**config.mk**
```make
export PLATFORM = sky130hd
export DESIGN_NAME = regfile_2r1w
export DESIGN_NICKNAME = d
export VERILOG_FILES = /design/src/rtl/regfile_2r1w.sv
export SDC_FILE = /design/constraint.sdc
export NUM_CORES = 2
export LEC_CHECK = 0
export ABC_AREA = 1
export CAP_MARGIN = 10
export CORE_MARGIN = 4
export CORE_UTILIZATION = 65
export DETAILED_ROUTE_END_ITERATION = 16
export HOLD_SLACK_MARGIN = 0.08
export PLACE_DENSITY_LB_ADDON = 0.08
export SETUP_SLACK_MARGIN = 0.15
export SLEW_MARGIN = 20
export SYNTH_ARGS = -nofsm -noshare
export SYNTH_HDL_FRONTEND = slang
export SYNTH_SLANG_ARGS = --single-unit
```
**constraint.sdc**
```tcl
create_clock -name clk -period 4.4 [get_ports clk]
set_clock_uncertainty 0.1 [all_clocks]
set_input_delay 0.44 -clock clk [delete_from_list [all_inputs] [get_ports clk]]
set_output_delay 0.44 -clock clk [all_outputs]
set_load 0.1 [all_outputs]
```
**src/rtl/regfile_2r1w.sv**
```systemverilog
// Register file: one write port, two registered read ports, write-to-read forwarding, optional zero register.
// Write and read latency are 1 cycle. There is no backpressure, so each port accepts one read per cycle.
module regfile_2r1w #(
  parameter int ADDR_W   = 5,
  parameter int DATA_W   = 32,
  parameter int ZERO_REG = 1
) (
  input  logic                     clk,
  input  logic                     reset,
  input  logic                     wr_en,
  input  logic [ADDR_W-1:0]        wr_addr,
  input  logic [DATA_W-1:0]        wr_data,
  input  logic                     rd_en_a,
  input  logic [ADDR_W-1:0]        rd_addr_a,
  output logic [DATA_W-1:0]        rd_data_a,
  output logic                     rd_valid_a,
  input  logic                     rd_en_b,
  input  logic [ADDR_W-1:0]        rd_addr_b,
  output logic [DATA_W-1:0]        rd_data_b,
  output logic                     rd_valid_b,
  output logic [(1<<ADDR_W)-1:0]   wr_sel_q
);

  localparam int DEPTH = 1 << ADDR_W;

  logic [DATA_W-1:0] regs_q [DEPTH];
  logic [DEPTH-1:0]  wr_sel;
  logic [DEPTH-1:0]  wsel_q;
  logic [DATA_W-1:0] rd_data_a_q, rd_data_a_d;
  logic [DATA_W-1:0] rd_data_b_q, rd_data_b_d;
  logic              rd_valid_a_q, rd_valid_b_q;

  // One-hot write decode. Register 0 is never selected when it is hardwired to zero.
  always_comb begin
    wr_sel = '0;
    for (int i = 0; i < DEPTH; i++) begin
      if (wr_en && (wr_addr == ADDR_W'(i))) wr_sel[i] = 1'b1;
    end
    if (ZERO_REG != 0) wr_sel[0] = 1'b0;
  end

  // The read value checks the zero register first, then the forwarded write, then storage.
  always_comb begin
    rd_data_a_d = rd_data_a_q;
    if (rd_en_a) begin
      if ((ZERO_REG != 0) && (rd_addr_a == '0)) rd_data_a_d = '0;
      else if (wr_sel[rd_addr_a])               rd_data_a_d = wr_data;
      else                                      rd_data_a_d = regs_q[rd_addr_a];
    end
  end

  always_comb begin
    rd_data_b_d = rd_data_b_q;
    if (rd_en_b) begin
      if ((ZERO_REG != 0) && (rd_addr_b == '0)) rd_data_b_d = '0;
      else if (wr_sel[rd_addr_b])               rd_data_b_d = wr_data;
      else                                      rd_data_b_d = regs_q[rd_addr_b];
    end
  end

  always_ff @(posedge clk) begin
    if (reset) begin
      for (int i = 0; i < DEPTH; i++) regs_q[i] <= '0;
      rd_data_a_q  <= '0;
      rd_data_b_q  <= '0;
      rd_valid_a_q <= 1'b0;
      rd_valid_b_q <= 1'b0;
      wsel_q       <= '0;
    end else begin
      for (int i = 0; i < DEPTH; i++) begin
        if (wr_sel[i]) regs_q[i] <= wr_data;
      end
      rd_data_a_q  <= rd_data_a_d;
      rd_data_b_q  <= rd_data_b_d;
      rd_valid_a_q <= rd_en_a;
      rd_valid_b_q <= rd_en_b;
      wsel_q       <= wr_sel;
    end
  end

  assign rd_data_a  = rd_data_a_q;
  assign rd_data_b  = rd_data_b_q;
  assign rd_valid_a = rd_valid_a_q;
  assign rd_valid_b = rd_valid_b_q;
  assign wr_sel_q   = wsel_q;

endmodule
```
==> results.md <==
* CP bufs+invs at 1
* Fmax at 340 MHz
* Area Growth Syn to Fin at 11.1%
* Site Rows at between 100 and 150
* Syn Area/Cell at 8.89 sq um
* Min cycle time layout at 2940 ps
* Largest cells by area after synthesis: edfxtp_1 54%, nand2_1 9.4%, nand3_1 6.5%
* Yosys top cell area share at 53.8%
* Slew HR at 6.14%
* Hold Crit Class: in2reg
* Fin util at 73.2%
* Via density at 6.96
* Setup Crit Path Kind: reg2out
* Synthesized net count at about 6300
* Endpoints failing setup at 0
* Crit path launch type: flip-flop
* Final GP Congestion at between 0.9 and 1
* Starting density of the core at 65.9%
* Seq/Total Area, Yosys at 57.3%
* Tightest Pin Transition at 1410 ps
* Max-slew violation count at 0
* IO buf count at 148
* Clk slew on worst S/H paths at 60 ps
* Hold buffer count at cts at 0
* CTS tree: yes
* CP max stage delay at between 1000 and 1500 ps
* Root Driver: clkbuf_16
* First-pass GRT wire length at between 300 and 400 mm
* Most frequent cells in the layout: 1343 x nand2_1, 992 x edfxtp_1, 714 x nand3_1
* Share of layout cells above drive strength 1 at 8.15%
* FF+latch count, synth at 1089
* Fin crit share at between 60% and 70%
* R2R Setup Slk at 2350 ps
* Routed wire per std cell at 29.0 um
* Core area at 84100 sq um
* Commonest non-fill, non-tap cell in the layout: nand2_1
* Synth Instances at 6231
* RSZ-0062 raised after global routing: false
* Initial antenna violation count at 9
* Placed Cells at ~7000
* Worst EP arrival at 2400 ps
* Synth unique cells at 25
* Die Span Y at 300 um
* Required @ worst endpoint at 3860 ps
* Total CTS buffers at between 100 and 150
* Top_reg_cell synth: edfxtp_1
* Largest net degree at the start of global routing at 212
* PD cells at approximately 420 nW/um^2
* Overflow left after global routing at 0
* Die ar. at 89900 sq um
* Detailed Route Iter0 Violations at 9449
* Status: completed
* Crit end category: primary output
* Static leakage at 23.4 nW
* CP top delay family: buffers and inverters
* DRT Pass-1 Iters at 8
* DRC viols at 0
* Worst path cell trace: clkdlybuf4s50_1
* Ys async rst share at 0%
* Io pins at 150
* Post-CTS sizing at 0
* Setup bufs post-CTS at 0
* Setup TNS at 0 ps
* Gr usage total at 46.2%
* Fin nets at 6181
* Fill count at 6080
* DP HPWL at roughly 120 mm
* Sink Count at between 1000 and 1500
* Final WL at around 210 mm
* EDFF count, synth at 992
* Vias in the first global route at around 49000
* Final hold violations at 0
* Dominant cell type by area after synthesis: edfxtp_1
* Clock buffer depth at 3
* Mapped Area at 55400 sq um
* Post-DRT Antenna Nets at 0
* Post-route insts no fill at 7356
* Peak supply drop at 0.482 mV
* Max-cap viol count at 0
* Clock Latency Late Sink at 710 ps
* Crit path max fanout at 2
* Htree depth at 3
* Die Width at 300 um
* Crit-path slowest cell: clkdlybuf4s50_1
* Yosys warns at 0
* Via count at 51227
state kept, by name, summed over array words and instances, names as in the netlist:
name and cells:
rd_valid_a 1, rd_data_a 32, regs_q 992, rd_data_b 32
rd_valid_b 1, wr_sel_q 31
power by group:
group	leakage, nW	switching, mW	internal, mW
Combinational	11.3	2.98	0.980
Sequential	10.3	0.327	12.0
Clock	1.73	4.09	5.25
Total	23.4	7.40	18.3
kinds of logic after synthesis:
family / Yosys count / synth area share [%]
flip-flops: 1089 / 57.3
AND/OR/NAND/NOR: 3014 / 23.2
AO/OA/AOI/OAI: 1137 / 12.3
other: 1 / 0.00677
buffers and inverters: 990 / 7.20
worst paths after layout:
kind / startpoint / end / depth (start not counted)
min: reset / rd_valid_a$_SDFF_PP0_ / 2
max: rd_data_a[24]$_SDFFE_PP0P_ / rd_data_a[24] / 1
min reg2reg: rd_data_b[2]$_SDFFE_PP0P_ / rd_data_b[2]$_SDFFE_PP0P_ / 2
max reg2reg: regs_q[9][12]$_SDFFCE_PN0P_ / rd_data_b[12]$_SDFFE_PP0P_ / 9
cells in the mapped netlist (3+ instances only):
cell type	number
a21oi_1	489
buf_1	60
buf_2	182
buf_4	12
clkbuf_1	264
clkinv_1	37
dfxtp_1	97
edfxtp_1	992
inv_1	432
inv_2	3
nand2_1	1388
nand3_1	715
nand3b_1	9
nand4_1	119
nor2_1	656
nor2_2	4
o2111ai_1	118
o211ai_1	262
o21ai_0	264
or2_2	119
cell type report:
| cell class | instances | area [sq um] | area share (%) |
|---|---|---|---|
| Tap cell | 1134 | 1420 | 2.31 |
| Sequential cell | 1089 | 31700 | 51.6 |
| Clock inverter | 55 | 449 | 0.730 |
| Antenna cell | 2 | 5.00 | 0.00813 |
| Timing Repair Buffer | 303 | 3270 | 5.32 |
| Multi-Input combinational cell | 4152 | 19800 | 32.2 |
| Inverter | 472 | 1790 | 2.91 |
| Clock buffer | 149 | 3050 | 4.96 |
stage by stage:
step	setup slack, ps	hold WS, ps	cell area, sq um	total power, mW
floorplan	1840	600	55400	14.8
global placement	1020	355	58000	16.2
detailed placement	983	355	58000	16.3
CTS	1470	173	61500	25.3
global route	1440	223	61500	26.2
finish	1460	199	61500	25.7
metal layers:
metal	share of wire [%]	wire length [um]	GRT usage [%]	vias to the layer above
li1	-	-	-	21312
met2	42	89000	67.7	5241
met5	0.041	87	0	-
met4	7.0	15000	26.9	14
met3	19	40200	17.8	1212
met1	32	69100	58.8	23448
Note: power is estimated with default switching activity, not from simulation.
